<file path="src/rtl/m_store_buf.sv">
// m_store_buf
// Store path for the M stage. It turns a right-justified store into byte
// enables and lane-positioned write data for a DATA_W-wide memory, queues
// accepted stores in a DEPTH-entry FIFO and drains the head entry to data
// memory over a valid/ready handshake. Misaligned stores are dropped and
// reported with a one-cycle align_err pulse and a captured err_addr.
// With MERGE=1, a store to the same memory word as the tail entry is folded
// into that entry when the tail is not also the head.
//
// Ports:
//   clk, reset            clock, synchronous active-high reset
//   st_valid / st_ready   store request handshake (st_ready = not full)
//   st_size               log2 of access bytes (0 byte .. 3 dword)
//   st_addr, st_data      byte address, right-justified store data
//   mem_valid / mem_ready head entry handshake towards data memory
//   mem_addr              lane-aligned address of the head entry
//   mem_byteen, mem_wdata head entry byte enables and positioned data
//   count                 number of occupied entries
//   align_err, err_addr   misalignment pulse and last misaligned address
module m_store_buf #(
  parameter int DATA_W = 32,
  parameter int ADDR_W = 32,
  parameter int DEPTH  = 4,
  parameter int MERGE  = 0
) (
  input  logic                       clk,
  input  logic                       reset,
  input  logic                       st_valid,
  output logic                       st_ready,
  input  logic [1:0]                 st_size,
  input  logic [ADDR_W-1:0]          st_addr,
  input  logic [DATA_W-1:0]          st_data,
  output logic                       mem_valid,
  input  logic                       mem_ready,
  output logic [ADDR_W-1:0]          mem_addr,
  output logic [DATA_W/8-1:0]        mem_byteen,
  output logic [DATA_W-1:0]          mem_wdata,
  output logic [$clog2(DEPTH):0]     count,
  output logic                       align_err,
  output logic [ADDR_W-1:0]          err_addr
);

  localparam int LANES = DATA_W / 8;
  localparam int OFF_W = $clog2(LANES);
  localparam int PTR_W = $clog2(DEPTH);
  localparam int CNT_W = PTR_W + 1;

  logic [ADDR_W-1:0] ent_addr [DEPTH];
  logic [LANES-1:0]  ent_be   [DEPTH];
  logic [DATA_W-1:0] ent_data [DEPTH];

  logic [PTR_W-1:0]  head;
  logic [PTR_W-1:0]  tail;
  logic [PTR_W-1:0]  last;

  logic [OFF_W-1:0]  off;
  logic [3:0]        nb;
  logic              misaligned;
  logic [ADDR_W-1:0] waddr;
  logic [LANES-1:0]  be;
  logic [DATA_W-1:0] dmask;
  logic [DATA_W-1:0] bmask;
  logic [DATA_W-1:0] wdata;
  logic              merge_hit;
  logic              accept;
  logic              alloc;
  logic              drain;

  // Decode the incoming store into lane enables and positioned data.
  // Data is first trimmed to the access size so unused lanes carry zero,
  // which lets a merge simply OR the new bytes over a cleared hole.
  always_comb begin
    off        = st_addr[OFF_W-1:0];
    nb         = 4'd1 << st_size;
    misaligned = (32'(nb) > 32'(LANES)) ||
                 ((32'(off) & (32'(nb) - 32'd1)) != 32'd0);
    waddr      = {st_addr[ADDR_W-1:OFF_W], {OFF_W{1'b0}}};
    be         = '0;
    dmask      = '0;
    bmask      = '0;
    for (int i = 0; i < LANES; i++) begin
      if ((i >= int'(off)) && (i < int'(off) + int'(nb))) begin
        be[i] = 1'b1;
      end
      if (i < int'(nb)) begin
        dmask[8*i +: 8] = 8'hFF;
      end
    end
    for (int i = 0; i < LANES; i++) begin
      bmask[8*i +: 8] = {8{be[i]}};
    end
    wdata = (st_data & dmask) << {off, 3'b000};
  end

  // The tail entry is the one most recently allocated. Requiring two or
  // more entries guarantees it is not the head, so it can never be the
  // entry leaving towards memory in the same cycle.
  always_comb begin
    last      = tail - PTR_W'(1);
    st_ready  = (count != CNT_W'(DEPTH));
    mem_valid = (count != '0);
    merge_hit = (MERGE != 0) && (count >= CNT_W'(2)) && (ent_addr[last] == waddr);
    accept    = st_valid && st_ready && !misaligned;
    alloc     = accept && !merge_hit;
    drain     = mem_valid && mem_ready;
    mem_addr   = mem_valid ? ent_addr[head] : '0;
    mem_byteen = mem_valid ? ent_be[head]   : '0;
    mem_wdata  = mem_valid ? ent_data[head] : '0;
  end

  always_ff @(posedge clk) begin
    if (reset) begin
      head      <= '0;
      tail      <= '0;
      count     <= '0;
      align_err <= 1'b0;
      err_addr  <= '0;
      for (int i = 0; i < DEPTH; i++) begin
        ent_addr[i] <= '0;
        ent_be[i]   <= '0;
        ent_data[i] <= '0;
      end
    end else begin
      align_err <= st_valid && misaligned;
      if (st_valid && misaligned) begin
        err_addr <= st_addr;
      end
      if (alloc) begin
        ent_addr[tail] <= waddr;
        ent_be[tail]   <= be;
        ent_data[tail] <= wdata;
        tail           <= tail + PTR_W'(1);
      end
      if (accept && merge_hit) begin
        ent_be[last]   <= ent_be[last] | be;
        ent_data[last] <= (ent_data[last] & ~bmask) | wdata;
      end
      if (drain) begin
        head <= head + PTR_W'(1);
      end
      // A merge never changes occupancy; alloc and drain together cancel.
      case ({alloc, drain})
        2'b10:   count <= count + CNT_W'(1);
        2'b01:   count <= count - CNT_W'(1);
        default: count <= count;
      endcase
    end
  end

endmodule

</file>
<file path="config.mk">
export PLATFORM = sky130hd
export DESIGN_NAME = m_store_buf
export DESIGN_NICKNAME = d
export VERILOG_FILES = /design/src/rtl/m_store_buf.sv
export SDC_FILE = /design/constraint.sdc
export NUM_CORES = 1
export LEC_CHECK = 0
export ABC_AREA = 1
export CORE_UTILIZATION = 60
export DETAILED_ROUTE_END_ITERATION = 16
export PLACE_DENSITY = 0.84
export SYNTH_ARGS = -nofsm -noshare
export SYNTH_HDL_FRONTEND = slang
export SYNTH_SLANG_ARGS = --single-unit
</file>
<file path="constraint.sdc">
create_clock -name clk -period 8 [get_ports clk]
set_input_delay 0.8 -clock clk [delete_from_list [all_inputs] [get_ports clk]]
set_output_delay 0.8 -clock clk [all_outputs]
set_load 0.1 [all_outputs]
</file>
# Yosys cells after proc, flatten, opt, wreduce, memory -nomap -nowiden
# Memory sizes are Yosys's and may differ from the RTL's. A register that Yosys moved wholly into a read port is not among the register bits.
# Index checks and enable logic that the tools add are counted.
dict set report totals {
  regBits 40
  latchBits 0
  ramBits 264
  mem_bits_ro 0
  inputBits 70
  out_inout_bits 106
  word_cells 80
  mem_count 3
}
dict set report classes {
  n_addsub 6
  multipliers 0
  div 0
  magnitude_cmp 12
  n_eq_ne 3
  shift 2
  mux 32
  bitwise 2
  n_reduce_logical 15
}
# memory depth word_bits read_ports rd_ports_with_merged_regs write_ports line
set memory_table {}
lappend memory_table {ent_data 4 32 1 1 4 50} ;# logic [DATA_W-1:0] ent_data [DEPTH];
lappend memory_table {ent_addr 4 30 1 1 4 48} ;# logic [ADDR_W-1:0] ent_addr [DEPTH];
lappend memory_table {ent_be 4 4 1 1 4 49} ;# logic [LANES-1:0] ent_be [DEPTH];
# op n
set ops {}
lappend ops {{two-way mux 32 bit} 3}
lappend ops {{bitwise AND 2 x 32 -> 32 bit} 1}
lappend ops {{bitwise AND 32 bit} 1}
lappend ops {{less-than comparator 1 x 32 -> 1 bit, first input constant} 1}
lappend ops {{less-than comparator 2 x 32 -> 1 bit, first input constant} 1}
lappend ops {{less-than comparator 3 x 32 -> 1 bit, first input constant} 1}
lappend ops {{two-way mux 8 bit} 4}
lappend ops {{nonzero test 32 bit} 1}
lappend ops {{OR reduction 32 bit} 1}
lappend ops {{<< shifter 32 x 5 -> 32 bit} 1}
lappend ops {{two-way mux 30 bit} 1}
lappend ops {{OR reduction 30 bit} 1}
lappend ops {{two-way mux 2 bit} 9}
lappend ops {{two-way mux 1 bit} 12}
lappend ops {{less-than comparator 1 x 4 -> 1 bit, first input constant} 2}
lappend ops {{less-than comparator 2 x 4 -> 1 bit, first input constant} 2}
lappend ops {{two-way mux 4 bit} 2}
lappend ops {{logical AND 1 bit} 7}
lappend ops {{case mux 3 bit (2 select lines)} 1}
lappend ops {{adder 2 x 4 -> 5 bit} 1}
lappend ops {{less-than comparator 2 x 5 -> 1 bit, first input constant} 1}
lappend ops {{subtractor 4 x 1 -> 5 bit, second input constant} 1}
lappend ops {{adder 2 x 1 -> 2 bit, second input constant} 2}
lappend ops {{>= comparator 1 x 2 -> 1 bit, first input constant} 2}
lappend ops {{13 further kinds} 13}

# Depth between registers and ports, before layout
# Gate-level depths: netlist of run 1.
dict set report logic_depth {
  ltp_word 12
  mapped_depth 16
  depth_no_buf 15
}

# Worst setup path after synthesis of run 1
# OpenSTA, ideal clock, no wires.
dict set report synth_path {
  path_type {reg2reg}
  from {reg count[2]}
  to {mem ent_addr[3][0] (netlist name), enable pin}
  setup_ns 0.490
  t_arrival_ns 5.502
  t_required_ns 7.510
  setup_slack_ns 2.007
  stages_incl_launch_ff 9
  n_path_buf 2
  period_less_slack_ns 5.993
  cell_sequence {dfxtp_1 nand2_1 nand2_1 nor2_4 nand2_1 buf_6 buf_2 nor2_1 nor2_1}
}
# element line
set synth_lines {}
lappend synth_lines {{start, declared} 38} ;# output logic [$clog2(DEPTH):0] count,
lappend synth_lines {{start signal, assigned} 143} ;# 2'b10: count <= count + CNT_W'(1);
lappend synth_lines {{start signal, assigned} 144} ;# 2'b01: count <= count - CNT_W'(1);
lappend synth_lines {{start signal, assigned} 145} ;# default: count <= count;
lappend synth_lines {{end, declared} 48}

==> results of run 1 <==
==> placed cells by master, fill, tap and decap left out, types with 4 or more instances in the layout <==
cell type / count
nand3_1: 33
nor2_1: 577
o21ai_0: 174
edfxtp_1: 264
buf_4: 13
clkinv_2: 6
bufinv_16: 8
dfxtp_1: 40
a21oi_1: 81
ha_1: 4
clkinvlp_4: 8
a22oi_1: 7
clkbuf_16: 31
inv_1: 122
nor2_8: 10
nand2_1: 100
clkdlybuf4s50_1: 173
nor3_1: 8
inv_2: 15
nand2_4: 4
==> routing by layer <==
metal | track usage | share of wire | vias up
li1 | - | - | 5320
met3 | 0.06306 | 0.11 | 84
met1 | 0.3912 | 0.38 | 5403
met2 | 0.5219 | 0.49 | 626
met4 | 0.1092 | 0.023 | 0
met5 | 0 | 0 | -
==> sequential cells by signal, summed over array words and instances, names as in the netlist, named ones only <==
signal,flops
head,2
align_err,1
ent_addr,120
ent_data,128
ent_be,16
err_addr,32
count,3
tail,2
==> cell families (layout without fill, tap and decap cells) <==
| kind of cell | Yosys count | count (layout) |
|---|---|---|
| DFF | 306 | 306 |
| and+or+nand+nor | 742 | 742 |
| xor gates and xnor gates | 1 | 1 |
| other | 1 | 2 |
| adders and majority gates | 6 | 6 |
| AOI/OAI and AO/OA | 262 | 262 |
| buffers and inverters | 240 | 382 |
==> final cells by class <==
type,instances,area (µm²),area share
clock buffers,34,807.0,0.04695
repair buffers,186,1829,0.1064
well taps,313,391.6,0.02278
inverters,138,519.2,0.03021
flip-flops and latches,306,8773,0.5104
multi-input cells,1013,4522,0.2631
clock inverters,24,346.6,0.02016
==> metrics by stage <==
step | cell area [µm²] | cells
after floorplan | 14220 | 1559
after global placement | 16040 | 1956
after detailed placement | 16040 | 1956
after CTS | 17190 | 2014
after global routing | 17190 | 2014
final | 17190 | 2014
==> worst min-delay path, delay by kind of cell, from the launching register on <==
kind	cells	cell delay (ps)
and+or+nand+nor	2	120
DFF	1	320
==> power groups by stage <==
| stage | Sequential, mW | Clock (mW) | Combinational (mW) |
|---|---|---|---|
| 2_1_floorplan | 2.01 | 0 | 1.28 |
| 3_3_place_gp | 1.91 | 0 | 1.81 |
| 3_5_place_dp | 1.92 | 0 | 1.83 |
| 4_1_cts | 1.88 | 1.61 | 1.84 |
| 5_1_grt | 1.89 | 1.68 | 1.92 |
| 6_report | 1.88 | 1.62 | 1.84 |
==> final timing paths <==
kind / start / end / slack (ps) / depth (start not counted)
setup / recovery: flip-flop / mem_addr[21] / 2900 / 5
hold / removal: err_addr[8] / err_addr[8] / 480 / 2
setup reg to reg: count[0] / ent_data[3][20] / 4400 / 8
hold reg to reg: err_addr[8] / err_addr[8] / 480 / 2
==> results.sh, run 1 <==
export IMPL_yosys_warnings=0
export IMPL_power_frac_clock=0.302
export IMPL_grt_pass1_vias=11373
export IMPL_worst_setup_path_end_kind="primary output"
export IMPL_status="finished clean"
export IMPL_crit_type="flip-flop to primary output"
export IMPL_crit_path_max_fanout=86
export IMPL_cts_buffer_depth=3
export IMPL_synthMuxAreaShare=0
export IMPL_skew_ps=14.83
export IMPL_synth_seq_area_share=0.6169
export IMPL_pre_cts_ws_ps=2810
export IMPL_nFillCells=1552
export IMPL_synth_largest_area_cell="edfxtp_1"
export IMPL_cts_resized=0
export IMPL_cpPeakStageDelay_ps=1050
export IMPL_setup_viol=0
export IMPL_synth_xor_area_frac=0.0006162
export IMPL_p_leak_nw=6.779
export IMPL_io_buffers=173
export IMPL_max_freq_mhz=196.0
export IMPL_synth_cells=1558
export IMPL_synthArstFlopShare=0
export IMPL_tightest_slew_ps=1294
export IMPL_p_total_mw=5.342
export IMPL_power_internal_mw=3.194
export IMPL_clk_latency_ps=560
export IMPL_antenna_cells=0
export IMPL_fin_crit_ps=5102
export IMPL_switching_power_mw=2.148
export IMPL_path_delay_family="buffers and inverters"
export IMPL_slew_headroom=0.1365
export IMPL_wl_per_cell_um=18.40
export IMPL_swShare=0.4022
export IMPL_synth_edff_count=264
export IMPL_dieHeight_um=155.9
export IMPL_whs_ps=483.0
export IMPL_power_frac_comb=0.345
export IMPL_synth_common_cells="nor2_1, edfxtp_1, o21ai_0, inv_1, nand2_1"
export IMPL_p_per_area_nw_per_um2=310.8
export IMPL_die_area_um2=24310
export IMPL_row_count=55
export IMPL_viasPerCell=5.677
export IMPL_ir_drop_mv=0.2115
export IMPL_report_final_slew_viol_count=0
export IMPL_grt_usage=0.3071
export IMPL_drt_total_wl_um=37050
export IMPL_clk_pin_slew_ps=70
export IMPL_antenna_left=0
export IMPL_setup_worst_path_start_class="flip-flop"
export IMPL_core_area_um2=22920
export IMPL_netlist_area_um2=14210
export IMPL_hp_class="flip-flop to flip-flop"
export IMPL_initial_utilization=0.6203
export IMPL_drc_errors=0
export IMPL_cts_tree="done"
export IMPL_gp_congestion=0.9560
export IMPL_htreeDepth=1
export IMPL_worstPathCellList="clkinv_2 > buf_4 > o21ai_0 > a21oi_1 > clkdlybuf4s50_1"
export IMPL_antenna_found_initial=0
export IMPL_synthAdderAreaFrac=0.006338
export IMPL_synth_cell_types=29
export IMPL_cts_made_buffers=31
export IMPL_layout_nets=1752
export IMPL_die_x_um=155.9
export IMPL_synthTopCellsByArea="edfxtp_1, nor2_1, o21ai_0, dfxtp_1, inv_1"
export IMPL_holdBufCountCts=0
export IMPL_fin_util=0.7501
export IMPL_place_detailed_hpwl_um=20340
export IMPL_ys_seq_elements=306
export IMPL_synth_top_area_share=0.5577
export IMPL_drive_gt1_frac=0.06349
export IMPL_synth_flop_cell="edfxtp_1"
export IMPL_grt_max_degree=87
export IMPL_areaGrowthSynthToFinish_pct=20.93
export IMPL_grt_pass1_wl_um=57330
export IMPL_grt_overflow=0
export IMPL_first_pass_iters=7
export IMPL_crit_buf_inv=3
export IMPL_yosys_area_share_simple=0.2145
export IMPL_rsz0062_at_grt="no"
export IMPL_worst_slack_ps=2898
export IMPL_arrival_ps=4300
export IMPL_ios=176
export IMPL_root_buffer="clkbuf_16"
export IMPL_p_seq_frac=0.353
export IMPL_maxCapViolCount=0
export IMPL_required_ps=7200
export IMPL_syn_area_per_cell_um2=9.123
export IMPL_synth_top_family_by_area="simple AND/OR/NAND/NOR gates"
export IMPL_min_period_over_period=0.6377
export IMPL_hold_viol=0
export IMPL_setup_tns_final_ps=0
export IMPL_cts_num_sinks=306
export IMPL_yosysMostFrequentCell="nor2_1"
export IMPL_cts_setup_buffers=0
export IMPL_vias=11433
export IMPL_synth_compound_area_frac=0.09349
export IMPL_drtIter0Drc=1098
export IMPL_crit_slowest_cell="clkdlybuf4s50_1"
Power figures use the tool's default switching activity.
==> run 2: changes to the inputs <==
--- a/config.mk
+++ b/config.mk
@@ -6,9 +6,9 @@
 export NUM_CORES = 1
 export LEC_CHECK = 0
 export ABC_AREA = 1
-export CORE_UTILIZATION = 60
+export CORE_UTILIZATION = 56
 export DETAILED_ROUTE_END_ITERATION = 16
-export PLACE_DENSITY = 0.84
+export PLACE_DENSITY = 0.79
 export SYNTH_ARGS = -nofsm -noshare
 export SYNTH_HDL_FRONTEND = slang
 export SYNTH_SLANG_ARGS = --single-unit
==> constraint.sdc (replaced) <==
create_clock -name clk -period 4.9 [get_ports clk]
set_input_delay 0.49 -clock clk [delete_from_list [all_inputs] [get_ports clk]]
set_output_delay 0.49 -clock clk [all_outputs]
set_load 0.1 [all_outputs]
==> run 2 against run 1 <==
  * Total power grew 56%
  * Flip-flop and latch count unchanged
  * Register-to-register slack got worse by 2300 ps
  * Critical path type unchanged
  * Highest routed layer unchanged
  * Worst setup slack got worse by 2000 ps
==> results.sh, run 2 (synthesis gave the netlist of run 1 again) <==
export IMPL_crit_buf_inv=3
export IMPL_initial_utilization=0.5777
export IMPL_worstPathCellList="nor2_1 > nand2_1 > inv_2 > buf_4 > a21oi_1 > clkdlybuf4s50_1"
export IMPL_top_regs="ent_data (128), ent_addr (120), err_addr (32)"
export IMPL_report_final_slew_viol_count=0
export IMPL_skew_ps=14.17
export IMPL_power_frac_clock=0.269
export IMPL_p_seq_frac=0.364
export IMPL_holdBufCountCts=0
export IMPL_die_area_um2=26020
export IMPL_vias=11275
export IMPL_max_freq_mhz=252.6
export IMPL_grt_max_degree=133
export IMPL_most_common_layout_cells="nor2_1, edfxtp_1, o21ai_0, clkdlybuf4s50_1, inv_1"
export IMPL_root_buffer="clkbuf_16"
export IMPL_regMostFlops="ent_data"
export IMPL_row_count=57
export IMPL_r2r_slack_ps=2090
export IMPL_cts_made_buffers=30
export IMPL_regToRegStartpoint="count[1]"
export IMPL_core_area_um2=24600
export IMPL_clk_latency_ps=570
export IMPL_power_frac_comb=0.367
export IMPL_cpPeakStageDelay_ps=980
export IMPL_place_detailed_hpwl_um=21830
export IMPL_worst_setup_path_end_kind="primary output"
export IMPL_antenna_found_initial=1
export IMPL_startpoint="count[1]"
export IMPL_drtIter0Drc=1046
export IMPL_largest_reg_flops=128
export IMPL_cts_setup_buffers=0
export IMPL_hp_class="flip-flop to flip-flop"
export IMPL_final_area_um2=17030
export IMPL_status="finished clean"
export IMPL_setup_worst_path_start_class="flip-flop"
export IMPL_drt_total_wl_um=36890
export IMPL_tightest_slew_ps=1215
export IMPL_path_delay_family="buffers and inverters"
export IMPL_clk_pin_slew_ps=60
export IMPL_grt_overflow=0
export IMPL_setup_tns_final_ps=0
export IMPL_r2r_cells=10
export IMPL_p_per_area_nw_per_um2=488.0
export IMPL_setup_viol=0
export IMPL_grt_pass1_vias=10770
export IMPL_power_internal_mw=4.865
export IMPL_hold_viol=0
export IMPL_rsz0062_at_grt="no"
export IMPL_p_leak_nw=6.801
export IMPL_final_common_cell="nor2_1"
export IMPL_crit_path_end="mem_wdata[11]"
export IMPL_r2r_end="count[1]"
export IMPL_swShare=0.4147
export IMPL_wl_per_cell_um=18.13
export IMPL_cts_tree="done"
export IMPL_io_buffers=173
export IMPL_crit_cells=6
export IMPL_slew_headroom=0.1886
export IMPL_min_period_over_period=0.8081
export IMPL_ir_drop_mv=0.3359
export IMPL_crit_slowest_cell="clkdlybuf4s50_1"
export IMPL_drc_errors=0
export IMPL_maxCapViolCount=0
export IMPL_arrival_ps=3470
export IMPL_switching_power_mw=3.446
export IMPL_areaGrowthSynthToFinish_pct=19.82
export IMPL_dieHeight_um=161.3
export IMPL_ios=176
export IMPL_crit_path_max_fanout=53
export IMPL_fin_crit_ps=3960
export IMPL_die_x_um=161.3
export IMPL_antenna_left=0
export IMPL_viasPerCell=5.543
export IMPL_nFillCells=1898
export IMPL_crit_type="flip-flop to primary output"
export IMPL_cts_num_sinks=306
export IMPL_cts_resized=0
export IMPL_layout_nets=1761
export IMPL_required_ps=4410
export IMPL_first_pass_iters=7
export IMPL_cts_buffer_depth=3
export IMPL_drive_gt1_frac=0.07665
export IMPL_postPlaceCellArea_um2=16080
export IMPL_grt_pass1_wl_um=57200
export IMPL_gp_congestion=0.9506
export IMPL_grt_usage=0.2831
export IMPL_htreeDepth=1
==> run 2: cell count changes in the layout (fill, tap and decap cells not counted), moves of 2 or more <==
cell	change
inv_6	-2
clkbuf_1	+6
clkinvlp_4	-6
clkinv_1	+6
buf_12	+2
clkdlybuf4s50_1	-27
buf_4	+35
bufinv_16	-6
==> run 2: worst min-delay path by stage <==
stage | slack (ps) | cells past startpoint | startpoint | endpoint
after floorplan | 450 | 1 | head[0] | flip-flop
after global placement | 460 | 2 | err_addr[17] | err_addr[17]
after detailed placement | 470 | 2 | err_addr[24] | err_addr[24]
after CTS | 490 | 2 | err_addr[22] | err_addr[22]
after global routing | 510 | 2 | err_addr[22] | err_addr[22]
final | 490 | 2 | err_addr[23] | err_addr[23]
==> run 2: power by group through the flow <==
| stage | Combinational (mW) | Clock, mW | Sequential [mW] |
|---|---|---|---|
| after floorplan | 2.09 | 0 | 3.27 |
| after global placement | 3.01 | 0 | 3.07 |
| after detailed placement | 3.03 | 0 | 3.08 |
| after CTS | 3.05 | 2.24 | 3.03 |
| after global routing | 3.20 | 2.34 | 3.04 |
| final | 3.05 | 2.23 | 3.03 |
==> run 2: stage by stage <==
step | utilization | worst slack (ps) | total power [mW] | hold slack [ps] | instances
2_1_floorplan | - | 253.9 | 5.368 | 454.0 | 1559
3_3_place_gp | 0.6536 | 1303 | 6.083 | 462.5 | 1977
3_5_place_dp | 0.6536 | 1278 | 6.115 | 473.9 | 1977
4_1_cts | 0.6921 | 955.7 | 8.318 | 487.7 | 2033
5_1_grt | 0.6921 | 768.9 | 8.583 | 506.8 | 2033
6_report | 0.6922 | 940.5 | 8.311 | 487.5 | 2034
==> run 2: per-layer routing <==
layer / global-route usage / wire length, µm / vias up
met3: 0.05290 / 3282 / 74
met1: 0.3874 / 15080 / 5343
met5: 0 / 0 / -
met2: 0.4636 / 17550 / 536
met4: 0.08190 / 974 / 0
li1: - / - / 5322
==> run 2: layout make-up <==
type / count / area [µm²] / area share
Antenna cell: 1 / 2.502 / 0.0001469
Multi-Input combinational cell: 1013 / 4522 / 0.2655
Sequential cell: 306 / 8773 / 0.5151
Clock inverter: 17 / 131.4 / 0.007714
Tap cell: 324 / 405.4 / 0.02380
Clock buffer: 39 / 815.8 / 0.04790
Inverter: 138 / 519.2 / 0.03049
Timing Repair Buffer: 196 / 1862 / 0.1093
==> run 2: worst register-to-register path: cells and delay by family (launching register included) <==
kind / cells / cell delay [ps]
and+or+nand+nor: 5 / 680
DFF: 1 / 340
AOI/OAI and AO/OA: 1 / 50
adders and majority gates: 2 / 700
buffers and inverters: 2 / 990
==> run 3: changes to the inputs <==
==> constraint.sdc (replaced) <==
create_clock -name clk -period 3.7 [get_ports clk]
set_input_delay 0.37 -clock clk [delete_from_list [all_inputs] [get_ports clk]]
set_output_delay 0.37 -clock clk [all_outputs]
set_load 0.1 [all_outputs]
==> run 3 against run 2 <==
  * Combinational power grew 56%
  * Critical path depth is the same
  * Clock power is 39% higher
  * Die area unchanged
  * Wire length rose by 2.9%
  * Hold slack lost 34 ps
  * Register-to-register slack got worse by 870 ps
  * Core utilization increased by 4.1 points
  * Worst setup slack worse by 510 ps
  * Sequential power rose by 34%
  * Clock skew down 1.1 ps
  * First-iteration DRC count shrank 2.0%
  * Highest routed layer unchanged
==> results.sh, run 3 (synthesis gave the netlist of run 1 again) <==
export IMPL_p_per_area_nw_per_um2=660.4
export IMPL_drt_total_wl_um=37950
export IMPL_holdBufCountCts=0
export IMPL_nFillCells=1680
export IMPL_cts_buffer_depth=3
export IMPL_multi_input_area_um2=4682
export IMPL_status="finished clean"
export IMPL_tightest_slew_ps=1046
export IMPL_antenna_found_initial=0
export IMPL_required_ps=3330
export IMPL_met2_usage=0.4922
export IMPL_viasPerCell=5.594
export IMPL_hold_viol=0
export IMPL_ir_drop_mv=0.6030
export IMPL_cts_setup_buffers=0
export IMPL_hp_class="primary input to flip-flop"
export IMPL_postPlaceCellArea_um2=17040
export IMPL_final_area_um2=18040
export IMPL_cts_resized=0
export IMPL_clk_pin_slew_ps=60
export IMPL_first_pass_iters=5
export IMPL_most_common_layout_cells="nor2_1, edfxtp_1, o21ai_0, inv_1, clkdlybuf4s50_1"
export IMPL_initial_utilization=0.5777
export IMPL_p_leak_nw=7.148
export IMPL_slew_headroom=0.3006
export IMPL_cts_made_buffers=31
export IMPL_root_buffer="clkbuf_16"
export IMPL_grt_max_degree=81
export IMPL_clk_latency_ps=570
export IMPL_setup_tns_final_ps=0
export IMPL_crit_type="flip-flop to primary output"
export IMPL_dieHeight_um=161.3
export IMPL_antenna_left=0
export IMPL_grt_busiest_layer="met2"
export IMPL_fin_crit_ps=3274
export IMPL_top_regs="ent_data (128), ent_addr (120), err_addr (32)"
export IMPL_min_period_over_period=0.8848
export IMPL_htreeDepth=1
export IMPL_grt_overflow=0
export IMPL_arrival_ps=2900
export IMPL_place_detailed_hpwl_um=22800
export IMPL_grt_usage=0.2944
export IMPL_regArea_um2=8775
export IMPL_wl_per_cell_um=18.59
export IMPL_rsz0062_at_grt="no"
export IMPL_max_freq_mhz=305.4
export IMPL_io_buffers=173
export IMPL_cts_tree="done"
export IMPL_use_met3=0.04468
export IMPL_grt_pass1_wl_um=59540
export IMPL_report_final_slew_viol_count=0
export IMPL_worst_setup_path_end_kind="primary output"
export IMPL_vias=11417
export IMPL_setup_worst_path_start_class="flip-flop"
export IMPL_drc_errors=0
export IMPL_ios=176
export IMPL_drtIter0Drc=1025
export IMPL_die_x_um=161.3
export IMPL_die_area_um2=26020
export IMPL_row_count=57
export IMPL_skew_ps=13.04
export IMPL_grtUsageMet1=0.3915
export IMPL_core_area_um2=24600
export IMPL_drive_gt1_frac=0.1211
export IMPL_final_common_cell="nor2_1"
export IMPL_largest_reg_flops=128
export IMPL_cts_num_sinks=306
export IMPL_layout_nets=1769
export IMPL_maxCapViolCount=0
export IMPL_setup_viol=0
export IMPL_regMostFlops="ent_data"
export IMPL_areaGrowthSynthToFinish_pct=26.89
export IMPL_grt_pass1_vias=11212
export IMPL_antenna_cells=0
export IMPL_crit_path_max_fanout=56
export IMPL_gp_congestion=0.9572
run 3: changes by cell type in the layout (fill, tap and decap cells not counted), moves of 7 or more:
cell / before / now
a21oi_2: 0 / 23
buf_12: 2 / 69
a21oi_4: 0 / 7
clkdlybuf4s50_1: 146 / 107
a21oi_1: 81 / 51
buf_4: 48 / 27
run 3: final timing paths:
kind | start | end | slack, ps | cells past startpoint
setup / recovery | flip-flop | mem_byteen[3] | 430 | 6
hold / removal | st_addr[20] | err_addr[20] | 450 | 3
setup reg to reg | count[1] | count[2] | 1220 | 12
hold reg to reg | err_addr[6] | err_addr[6] | 480 | 2
run 3: worst max-delay path: stages, from the launching register on:
cell     delay [ps]
dfxtp_4         780
buf_4           570
nor2_1          120
nor2_1          110
o21ai_0         120
a21oi_1         390
buf_12          230
run 3: where the power goes:
part,switching (mW),internal (mW)
combinational,3.40,1.36
clock,1.29,1.80
sequential,0.121,3.94
total,4.80,7.11
run 3: cell type report:
class | count | area share
repair buffers | 203 | 0.1472
well taps | 324 | 0.02248
clock buffers | 35 | 0.04384
multi-input cells | 1013 | 0.2596
inverters | 138 | 0.02879
clock inverters | 22 | 0.01159
flip-flops and latches | 306 | 0.4865
run 3: metrics by stage:
step	std cells	power, mW	setup WS [ps]	hold slack, ps	util
after floorplan	1559	7.227	-136.1	454.0	-
after global placement	1984	8.813	730.4	463.6	0.6924
after detailed placement	1984	8.872	646.4	475.9	0.6924
after CTS	2041	11.94	400.5	434.2	0.7330
after global routing	2041	12.27	253.0	465.3	0.7330
final	2041	11.91	426.1	453.9	0.7330
run 3: routing by layer:
layer  vias up  share of wire  wire length (µm)
met3        90          0.097              3680
met1      5355           0.39             14690
met5         -              0                 0
met4         0          0.029              1108
met2       621           0.49             18470
li1       5351              -                 -
